$ cat src/rtl/fifo_pkg.sv
// Shared types and helpers for the parametrised synchronous FIFO.
// Defining FIFO_PARITY_EN adds one even-parity bit to every stored word.
package fifo_pkg;

`ifdef FIFO_PARITY_EN
    localparam int PAR_W = 1;
`else
    localparam int PAR_W = 0;
`endif

    typedef struct packed {
        logic overflow;
        logic underflow;
        logic parity;
    } fifo_err_t;

    function automatic int cnt_w(input int depth);
        return $clog2(depth + 1);
    endfunction

    function automatic int ptr_w(input int depth);
        return (depth > 1) ? $clog2(depth) : 1;
    endfunction

endpackage

$ cat src/rtl/fifo_ptr.sv
// One wrap-around FIFO pointer (head or tail) with increment and clear.
// Wraps by compare-and-clear so non-power-of-two depths index correctly.
module fifo_ptr
    import fifo_pkg::*;
#(
    parameter int DEPTH = 32
) (
    input  logic                    clk,
    input  logic                    rst,
    input  logic                    i_inc,
    input  logic                    i_clr,
    output logic [ptr_w(DEPTH)-1:0] o_ptr
);

    localparam int            PW   = ptr_w(DEPTH);
    localparam logic [PW-1:0] LAST = PW'(DEPTH - 1);

    logic [PW-1:0] r_ptr;

    // Pointer register: clear has priority over increment.
    always_ff @(posedge clk or posedge rst) begin
        if (rst) begin
            r_ptr <= '0;
        end else if (i_clr) begin
            r_ptr <= '0;
        end else if (i_inc) begin
            r_ptr <= (r_ptr == LAST) ? '0 : r_ptr + PW'(1);
        end
    end

    assign o_ptr = r_ptr;

endmodule

$ cat src/rtl/fifo_param.sv
// Synchronous show-ahead FIFO with fill count, programmable almost flags,
// flush, sticky error flags and optional per-word parity (FIFO_PARITY_EN).
module fifo_param
    import fifo_pkg::*;
#(
    parameter int WIDTH    = 32,
    parameter int DEPTH    = 32,
    parameter int AF_LEVEL = DEPTH - 2,
    parameter int AE_LEVEL = 2
) (
    input  logic                    clk,
    input  logic                    rst,
    input  logic                    push,
    input  logic [WIDTH-1:0]        datain,
    input  logic                    pull,
    output logic [WIDTH-1:0]        dataout,
    input  logic                    flush,
    output logic                    full,
    output logic                    empty,
    output logic                    almost_full,
    output logic                    almost_empty,
    output logic [cnt_w(DEPTH)-1:0] count,
    output logic                    overflow,
    output logic                    underflow,
    input  logic                    err_clr
`ifdef FIFO_PARITY_EN
    ,
    output logic                    parity_err
`endif
);

    localparam int            CW      = cnt_w(DEPTH);
    localparam int            PW      = ptr_w(DEPTH);
    localparam int            MW      = WIDTH + PAR_W;
    localparam logic [CW-1:0] C_DEPTH = CW'(DEPTH);
    localparam logic [CW-1:0] C_AF    = CW'(AF_LEVEL);
    localparam logic [CW-1:0] C_AE    = CW'(AE_LEVEL);

    if (!((AE_LEVEL < AF_LEVEL) && (AF_LEVEL <= DEPTH) && (DEPTH >= 2))) begin : g_bad_params
        $error("fifo_param: need AE_LEVEL < AF_LEVEL <= DEPTH and DEPTH >= 2");
    end

    function automatic logic f_even_par(input logic [WIDTH-1:0] d);
        return ^d;
    endfunction

    logic [MW-1:0]    r_mem [DEPTH];
    logic [PW-1:0]    w_head;
    logic [PW-1:0]    w_tail;
    logic [CW-1:0]    r_count;
    logic [CW-1:0]    w_count_nxt;
    logic             r_full;
    logic             r_empty;
    logic             r_af;
    logic             r_ae;
    fifo_err_t        r_err;
    fifo_err_t        w_err_nxt;
    logic             w_push_ok;
    logic             w_pull_ok;
    logic             w_wr_en;
    logic             w_rd_en;
    logic             w_ovf_set;
    logic             w_unf_set;
    logic             w_par_bad;
    logic [MW-1:0]    w_wr_word;
    logic [MW-1:0]    w_head_word;

    // A full FIFO still accepts a push when the same edge pulls a word out.
    assign w_push_ok = push && (!r_full || pull);
    assign w_pull_ok = pull && !r_empty;
    assign w_wr_en   = w_push_ok && !flush;
    assign w_rd_en   = w_pull_ok && !flush;
    assign w_ovf_set = push && r_full && !pull && !flush;
    assign w_unf_set = pull && r_empty && !flush;

    fifo_ptr #(.DEPTH(DEPTH)) u_head (
        .clk   (clk),
        .rst   (rst),
        .i_inc (w_wr_en),
        .i_clr (flush),
        .o_ptr (w_head)
    );

    fifo_ptr #(.DEPTH(DEPTH)) u_tail (
        .clk   (clk),
        .rst   (rst),
        .i_inc (w_rd_en),
        .i_clr (flush),
        .o_ptr (w_tail)
    );

    assign w_head_word = r_mem[w_tail];
    assign dataout     = w_head_word[WIDTH-1:0];

`ifdef FIFO_PARITY_EN
    assign w_wr_word  = {f_even_par(datain), datain};
    assign w_par_bad  = w_rd_en && (^w_head_word);
    assign parity_err = r_err.parity;
`else
    logic w_unused_par;
    assign w_wr_word    = datain;
    assign w_par_bad    = 1'b0;
    assign w_unused_par = r_err.parity;
`endif

    // Storage array; deliberately not reset.
    always_ff @(posedge clk) begin
        if (w_wr_en) begin
            r_mem[w_head] <= w_wr_word;
        end
    end

    // Next fill level: flush wins, simultaneous accepted push and pull cancel.
    always_comb begin
        w_count_nxt = r_count;
        if (flush) begin
            w_count_nxt = '0;
        end else if (w_wr_en && !w_rd_en) begin
            w_count_nxt = r_count + CW'(1);
        end else if (w_rd_en && !w_wr_en) begin
            w_count_nxt = r_count - CW'(1);
        end else begin
            w_count_nxt = r_count;
        end
    end

    // Sticky error flags: a same-cycle set beats err_clr.
    always_comb begin
        w_err_nxt           = r_err;
        w_err_nxt.overflow  = (r_err.overflow  && !err_clr) || w_ovf_set;
        w_err_nxt.underflow = (r_err.underflow && !err_clr) || w_unf_set;
        w_err_nxt.parity    = (r_err.parity    && !err_clr) || w_par_bad;
    end

    // Count, status flags and error register, all derived from the next count.
    always_ff @(posedge clk or posedge rst) begin
        if (rst) begin
            r_count <= '0;
            r_full  <= 1'b0;
            r_empty <= 1'b1;
            r_af    <= (AF_LEVEL == 0);
            r_ae    <= 1'b1;
            r_err   <= '0;
        end else begin
            r_count <= w_count_nxt;
            r_full  <= (w_count_nxt == C_DEPTH);
            r_empty <= (w_count_nxt == '0);
            r_af    <= (w_count_nxt >= C_AF);
            r_ae    <= (w_count_nxt <= C_AE);
            r_err   <= w_err_nxt;
        end
    end

    assign count        = r_count;
    assign full         = r_full;
    assign empty        = r_empty;
    assign almost_full  = r_af;
    assign almost_empty = r_ae;
    assign overflow     = r_err.overflow;
    assign underflow    = r_err.underflow;

endmodule

$ cat config.mk
export PLATFORM = sky130hd
export DESIGN_NAME = fifo_param
export DESIGN_NICKNAME = d
export VERILOG_FILES = /design/src/rtl/fifo_pkg.sv /design/src/rtl/fifo_ptr.sv /design/src/rtl/fifo_param.sv
export SDC_FILE = /design/constraint.sdc
export NUM_CORES = 1
export LEC_CHECK = 0
export BUFFER_PORTS_ARGS = -buffer_cell sky130_fd_sc_hd__buf_4
export CAP_MARGIN = 20
export CORE_AREA = 3 3 268 270
export CTS_BUF_LIST = sky130_fd_sc_hd__clkbuf_4 sky130_fd_sc_hd__clkbuf_8
export DETAILED_ROUTE_END_ITERATION = 16
export DIE_AREA = 0 0 271 273
export PLACE_DENSITY_LB_ADDON = 0.08
export SYNTH_ARGS = -nofsm -noshare
export SYNTH_HDL_FRONTEND = slang
export SYNTH_SLANG_ARGS = --single-unit
$ cat constraint.sdc
create_clock -name clk -period 2.69 [get_ports clk]
set_input_delay 0.6725 -clock clk [delete_from_list [all_inputs] [get_ports clk]]
set_output_delay 0.6725 -clock clk [all_outputs]
set_load 0.01 [all_outputs]
[Yosys cells after proc, flatten, opt, wreduce, memory -nomap -nowiden]
Memory sizes are Yosys's and may differ from the RTL's.
Index checks and enable logic that the tools add are counted.
Word-level totals
  register bits after elaboration: 22
  bits in writable memories: 1024
  input port bits: 38
  output and inout port bits: 44
  word-level logic and storage cells: 56
  memories kept: 1
Cells by class
  $add $sub $neg: 4
  order comparisons: 2
  equal/unequal tests: 3
  mux-type cells: 11
  reductions and logical operators: 26
Memory list
  r_mem: words 32, bits a word 32, rd ports 1, clocked after memory_dff 0, write ports 1, line fifo_param.sv:47  | logic [MW-1:0] r_mem [DEPTH];
Operators by type and width (count)
  $mux W5: 6
  $mux W6: 3
  $logic_and A1 B1 Y1: 13
  $add A5 B1 Y5 const B: 2
  $eq A5 B5 Y1 const B: 2
  $logic_not A1 Y1: 7
  $add A6 B1 Y6 const B: 1
  $eq A6 B6 Y1 const B: 1
  $ge A6 B5 Y1 const B: 1
  $le A6 B2 Y1 const B: 1
  $logic_not A6 Y1: 1
  $sub A6 B1 Y6 const B: 1
  $reduce_bool A2 Y1: 2
  $logic_or A1 B1 Y1: 3
  $mux W1: 2

[Depth between registers and ports, before layout]
Gate-level depths: netlist of the first run.
  depth in word-level cells: 10
  mapped depth: 8
  gate-level depth less buffers: 7

[Cells and area by module]
A second synthesis of the first run with hierarchy kept.
Unflattened totals
  cell total of the unflattened synthesis: 1629
  area, all modules: 40204.8 sq um
By module, submodules not included
  fifo_param: times used 1, cells an instance 1577, area each 39676.8 sq um, seq. area each 31052.3 sq um
  fifo_ptr: times used 2, cells an instance 26, area each 264.0 sq um, seq. area each 125.1 sq um

[Worst setup path before layout of the first run]
No wires, ideal clock.
  path kind: input port to flip-flop
  from: in push
  to: mem r_mem[30][0] (netlist name) (enable)
  setup time: 421 ps
  arrival: 2961 ps
  required time: 2269 ps
  setup slack: -692 ps
  cell stages on the path: 6
  path buffers: 2
  cell sequence: buf_2 -> nor2b_1 -> clkbuf_1 -> and2_1 -> nand2_1 -> nor2_1
Between the ends
  longest elaborated chain between the ends: 4
RTL lines
  from (decl): line fifo_param.sv:13  | input logic push,
  $logic_and A1 B1 Y1: line fifo_param.sv:69  | assign w_push_ok = push && (!r_full || pull);
  $logic_and A1 B1 Y1: line fifo_param.sv:71  | assign w_wr_en = w_push_ok && !flush;
  $mux W1: line fifo_param.sv:108  | if (w_wr_en) begin
  $mux W1 (implied by the code): line fifo_param.sv:109  | r_mem[w_head] <= w_wr_word;
  to (decl): line fifo_param.sv:47
Every way passes these cells.

[Worst setup path after layout of the first run]
  from: reg u_tail.r_ptr[0] (netlist: u_tail.o_ptr[0])
  to: out dataout[6]
Between the ends
  longest elaborated chain between the ends: 1
RTL lines
  from (decl): line fifo_ptr.sv:18  | logic [PW-1:0] r_ptr;
  from (signal assigned): line fifo_ptr.sv:27  | r_ptr <= (r_ptr == LAST) ? '0 : r_ptr + PW'(1);
  $mem_v2 Z32 W32
  to (decl): line fifo_param.sv:16  | output logic [WIDTH-1:0] dataout,
Every way passes these cells.

==> implementation parameters, run 1 <==
Parameter                              Value

Status
  Result of the run    complete, but fails checks
  Violations in the final reports    setup timing

Power and ir drop
  Pwr Total    0.0326 W
  Leakage component of the power    15.0 nW
  Max IR drop VDD    0.595 mV
  Total power density per cell area    684 mW/mm^2

Cells and area
  Layout cell share with drive strength beyond 1    42.7%
  Area of the multi-input gates    0.00883 sq mm
  Core utilization of the finished layout    68.4%
  Layout filler cell count    4305
  Design Area, Final    0.0477 sq mm
  FF/Latch Area    0.0313 sq mm
  Layout Nets    2027
  Area growth syn-to-layout    18.5%

Worst setup path
  CP max stage cell    sky130_fd_sc_hd__mux4_2
  Worst endpoint data arrival time    3.19 ns
  Crit. Startpoint    u_tail.o_ptr[0]$_DFFE_PP0P_
  R2R cell count    9
  Cell occurring most often along the worst timing path    sky130_fd_sc_hd__buf_12
  Slack of the worst reg-to-reg path    0.40 ns
  Setup crit start kind    flop
  Start of the worst register-to-register path    u_tail.o_ptr[0]$_DFFE_PP0P_
  Top fanout value on the critical path    8
  Ordered list of cells on the worst path    buf_12, buf_12, buf_12, mux4_2, mux4_2, mux2_4, buf_6
  CP peak stage delay    0.52 ns
  Crit. End Element    primary output
  RR Endpoint    u_tail.o_ptr[0]$_DFFE_PP0P_
  Required time at the endpoint of the critical path    2.02 ns
  Critical Setup Path Class    flop to primary output

Clock tree
  CTS max path bufs    3
  Clock root buffer    sky130_fd_sc_hd__clkbuf_8
  TritonCTS Buffers    162
  TritonCTS clock tree    built
  H-tree level count    4
  Clock Sink Count    1046
  Post-CTS clock slew at the launch and capture registers of the worst setup and hold paths    0.05 ns
  Later-pin clock latency in the skew report    0.80 ns

Hold path
  End point of the most critical hold path    count[1]$_DFF_PP0_
  Class of the most critical hold timing path    primary input to flop
  Cell depth of the worst hold path    2
  Start point of the worst min-delay path    flush

Routing
  WL/cell    32.1 um
  Drt via density    6.43
  DR vias    19524
  Remaining number of nets flagged by the antenna check after routing    0
  1st-pass router iterations    5
  Drt initial violations    2106
  Final wirelength    97600 um
  DRC violations left    0

Logic synthesis
  Top cell type by total area after synthesis    sky130_fd_sc_hd__edfxtp_1
  Xor-xnor portion of the synthesized cell area    0.109%
  Fraction of registers with async set/reset    2.10%
  Cell with the most instances after synthesis    sky130_fd_sc_hd__edfxtp_1
  Largest cells by area after synthesis    sky130_fd_sc_hd__edfxtp_1 76%, sky130_fd_sc_hd__mux4_2 18%, sky130_fd_sc_hd__dfrtp_1 1.2%, sky130_fd_sc_hd__mux2_2 0.92%, sky130_fd_sc_hd__clkbuf_1 0.43%
  Adder-cell share of the synthesized area    0.280%
  Register bit count reported by yosys    1046
  Prevailing post-synth register cell    sky130_fd_sc_hd__edfxtp_1
  Mux contribution to synthesized area    18.9%
  Simple-gate portion of the synthesized area    1.25%
  Share of the synthesized area in the top cell type    76.4%
  Main combinational cell family by area after synthesis    multiplexers
  Post-Syn Instances    1651
  Avg Synthesized Cell Area    24.4 sq um
  Top cells by count, synth    1024 x sky130_fd_sc_hd__edfxtp_1, 320 x sky130_fd_sc_hd__mux4_2, 46 x sky130_fd_sc_hd__clkbuf_1
  Total nets after synthesis    1698
  Ys Warns    0
  Fraction of the mapped netlist area in compound gates    0.578%
  Seq/Total Area, Yosys    77.7%
  Cell variety after synth    44
  Post-Synthesis Cell Area    0.0403 sq mm
  Number of synthesized flops with an enable pin    1024

STA
  Max-Slew Margin vs Limit    62.9%
  Slew at the pin closest to its max-slew limit    0.556 ns
  Final clock period utilization by the worst path    144%
  Maximum clock frequency    259 MHz
  Count of endpoints failing hold in the final timing report    0
  RSZ-0062 raised after global routing    true
  Final setup violating endpoints    32
  Fin worst setup slack    -1.17 ns
  Minimum clock period after layout    3.86 ns
  Final Max Tran Viols    0
  Clock skew after layout    0.0324 ns

Flow run
  Maxcap violations    0

Placement
  RD Place Congestion    0.807
  Dpl ws    -0.436 ns
  HPWL Detailed    53100 um
  Post-place instance area    0.0439 sq mm
  Port-buffer cells    81

Global routing
  Total track usage    27.0%
  Number of global-route vias before repair    20139
  Wire length of the first global-routing pass    140000 um
  Number of antenna violations at the first check in global routing    5
  Total global routing overflow    0
  Maximum number of pins on one net before global-route repair    33

Die
  Area of the core    0.0698 sq mm
  Die Footprint    0.0740 sq mm
  Starting Density    57.7%
  I/O pin count    82
  X dimension of the die    271 um
  Number of placement rows    97
  Vertical extent of the die    273 um
[through the flow]
step	hold slack, ns	TNS (ns)	cells
2_1_floorplan	0.531	-282.52	1651
3_3_place_gp	0.487	-11.05	2728
3_5_place_dp	0.499	-11.43	2728
4_1_cts	0.0740	-38.21	3019
5_1_grt	0.126	-38.32	3035
6_report	0.165	-35.75	3036
[what timing repair did]
action	in CTS	in global routing
setup endpoints to repair	32	32
hold buffers	1	0
gates cloned	4	10
buffers inserted	13	4
resized for setup	64	23
pin swaps	0	0
hold endpoints to repair	8	0
[power breakdown]
group / switching, W / internal [W] / leakage [nW]
sequential: 0.0000459 / 0.0180 / 9.50
combinational: 0.00103 / 0.00124 / 3.88
clock: 0.00584 / 0.00651 / 1.58
total: 0.00691 / 0.0257 / 15.0
[sequential cells by signal (all words and copies together), names as in the netlist]
name,cells
overflow,1
u_head.o_ptr,5
count,6
almost_empty,1
empty,1
r_mem,1024
full,1
almost_full,1
u_tail.o_ptr,5
underflow,1
[routing by layer]
layer	GRT usage, %	wire, um	up-vias
met2	42.3	47800	967
met1	38.4	38700	10565
met4	9.03	2550	2
li1	-	-	7813
met5	0	12	-
met3	6.37	8630	177
[how the worst max path moves through the flow]
| stage | end | slack (ns) | depth (start not counted) |
|---|---|---|---|
| 2_1_floorplan | r_mem[10][0]$_DFFE_PP_ | -0.27 | 6 |
| 5_1_grt | dataout[6] | -1.24 | 7 |
| 3_3_place_gp | dataout[15] | -0.42 | 6 |
| 3_5_place_dp | dataout[15] | -0.44 | 6 |
| 4_1_cts | dataout[6] | -1.25 | 7 |
| 6_report | dataout[6] | -1.17 | 7 |
[cell type report]
type                       instances  area share, %
multi-input combinational        508           18.5
inverter                           9         0.0708
timing repair buffer             253           7.04
clock inverter                    57          0.658
clock buffer                     218           5.59
tap                              940           2.46
sequential                      1046           65.6
antenna                            5         0.0262
[logic make-up (layout without fill, tap and decap cells)]
logic type               after synthesis  after routing
buffers and inverters                 97            537
other                                  0              5
AND/OR/NAND/NOR                      103            103
XOR/XNOR                               5              5
AO/OA/AOI/OAI                         35             35
adder cells (fa/ha/maj)                9              9
flip-flops                          1046           1046
multiplexers                         356            356
[placed cells by master, fill, tap and decap left out, drive strengths merged, types with 9 or more instances in the layout]
cell,count
inv,14
dfrtp,20
mux4,320
nand2,20
clkinv,44
edfxtp,1024
ha,9
clkbuf,228
nor2,41
a21oi,10
buf,242
mux2,33
[critical path: cells and delay by family, from the launching register on]
kind	cells	cell delay (ns)
buffers and inverters	4	0.58
flip-flops	1	0.48
multiplexers	3	1.34
Power figures use the tool's default switching activity.
==> run 2: changes to the inputs <==
Settings changed: RECOVER_POWER set to 25.
==> implementation parameters, run 2 (same netlist as run 1, synthesis figures left out) <==
Parameter                              Value

Status
  Result of the run    complete, but fails checks
  Violations in the final reports    setup timing

Die
  Area of the core    0.0698 sq mm
  Vertical extent of the die    273 um
  X dimension of the die    271 um
  Starting Density    57.7%
  Number of placement rows    97
  Die Footprint    0.0740 sq mm
  I/O pin count    82

STA
  Count of endpoints failing hold in the final timing report    0
  Final setup violating endpoints    32
  Fin worst setup slack    -1.18 ns
  Max-Slew Margin vs Limit    16.8%
  Slew at the pin closest to its max-slew limit    1.25 ns
  Total negative slack for setup checks    -35.71 ns
  Maximum clock frequency    259 MHz
  Final Max Tran Viols    0
  Clock skew after layout    0.0332 ns
  RSZ-0062 raised after global routing    true
  Minimum clock period after layout    3.87 ns
  Worst hold-check slack    0.164 ns
  Final clock period utilization by the worst path    144%

Clock tree
  Clock root buffer    sky130_fd_sc_hd__clkbuf_8
  H-tree level count    4
  TritonCTS clock tree    built
  TritonCTS Buffers    162
  Post-CTS clock slew at the launch and capture registers of the worst setup and hold paths    0.05 ns
  Later-pin clock latency in the skew report    0.80 ns
  Clock Sink Count    1046
  CTS max path bufs    3

Hold path
  Class of the most critical hold timing path    primary input to flop

Global routing
  Number of global-route vias before repair    20139
  Maximum number of pins on one net before global-route repair    33
  Wire length of the first global-routing pass    140000 um
  Total track usage    27.0%
  Total global routing overflow    0
  Number of antenna violations at the first check in global routing    6

Power and ir drop
  Leakage component of the power    14.9 nW
  Max IR drop VDD    0.575 mV
  Total power density per cell area    685 mW/mm^2
  Pwr Total    0.0326 W

Cells and area
  Layout Nets    2027
  Most frequent standard cell in the layout excluding fill and tap cells    sky130_fd_sc_hd__edfxtp_1
  Most frequent cells in the layout    1024 x sky130_fd_sc_hd__edfxtp_1, 320 x sky130_fd_sc_hd__mux4_2, 165 x sky130_fd_sc_hd__clkbuf_8
  Reg with most FFs    r_mem
  Flip-flop count of the largest register, all copies and words added    1024
  Area growth syn-to-layout    18.2%
  Layout cell share with drive strength beyond 1    41.5%
  Core utilization of the finished layout    68.2%

Routing
  Drt initial violations    1985
  DR vias    19429
  DRC violations left    0
  WL/cell    32.1 um
  Remaining number of nets flagged by the antenna check after routing    0
  1st-pass router iterations    5
  Drt via density    6.40
  Final wirelength    97600 um

Worst setup path
  Top fanout value on the critical path    8
  Required time at the endpoint of the critical path    2.02 ns
  Crit. End Element    primary output
  Setup crit start kind    flop
  Critical Setup Path Class    flop to primary output
  Worst endpoint data arrival time    3.19 ns

Placement
  HPWL Detailed    53100 um
  Port-buffer cells    81
  RD Place Congestion    0.807

Flow run
  Maxcap violations    0
run 2: cell count changes in the layout (fill, tap and decap cells not counted):
cell,previous run,this run
sky130_fd_sc_hd__clkbuf_1,0,25
sky130_fd_sc_hd__diode_2,5,4
sky130_fd_sc_hd__buf_4,121,96
run 2: timing repair:
action | CTS | global route
cloned | 4 | 10
setup endpoints to repair | 32 | 32
hold endpoints to repair | 8 | 0
hold buffers | 1 | 0
resized for setup | 64 | 23
buffers inserted | 13 | 4
run 2: metrics by stage:
stage / std cells / setup slack [ns] / area, sq um
finish: 3035 / -1.18 / 47600
global route: 3035 / -1.24 / 47600
CTS: 3019 / -1.25 / 47400
detailed placement: 2728 / -0.436 / 43900
global placement: 2728 / -0.418 / 43900
floorplan: 1651 / -0.273 / 40400
run 2: area by class of cell:
type,count,area (sq um)
multi-input combinational,508,8830
tap,940,1180
timing repair buffer,253,3270
fill,4327,22200
clock buffer,218,2670
inverter,9,33.8
clock inverter,57,314
antenna,4,10.0
sequential,1046,31300
run 2: path summary, 6_finish.rpt:
kind                            slack, ns                         from  depth (start not counted)                     endpoint
worst max-delay path                -1.18  u_tail.o_ptr[0]$_DFFE_PP0P_                          7                   dataout[6]
worst min register to register       0.51          underflow$_DFF_PP0_                          1          underflow$_DFF_PP0_
worst max register to register       0.35  u_tail.o_ptr[0]$_DFFE_PP0P_                          9  u_tail.o_ptr[0]$_DFFE_PP0P_
min in group asynchronous            0.49                          rst                          3  u_head.o_ptr[3]$_DFFE_PP0P_
worst min-delay path                 0.16                        flush                          2           count[1]$_DFF_PP0_
max in group asynchronous            1.52                          rst                          4              empty$_DFF_PP1_
run 2: critical path, cell delays in order (launching register included):
cell                      delay [ns]
sky130_fd_sc_hd__dfrtp_4        0.48
sky130_fd_sc_hd__buf_12         0.18
sky130_fd_sc_hd__buf_12         0.15
sky130_fd_sc_hd__buf_12         0.12
sky130_fd_sc_hd__mux4_2         0.50
sky130_fd_sc_hd__mux4_2         0.51
sky130_fd_sc_hd__mux2_4         0.33
sky130_fd_sc_hd__buf_6          0.13
run 2: routing by layer:
layer / share of wire [%] / vias to the layer above / track usage [%]
met1: 40 / 10492 / 38.4
li1: - / 7810 / -
met5: 0.012 / - / 0
met2: 49 / 947 / 42.3
met3: 8.6 / 178 / 6.37
met4: 2.6 / 2 / 9.03
run 2: report_power, final:
part,leakage (nW),total [W],switching (W),internal [W]
logic,3.79,0.00225,0.00103,0.00123
registers,9.50,0.0180,0.0000459,0.0180
clock network,1.58,0.0124,0.00584,0.00651
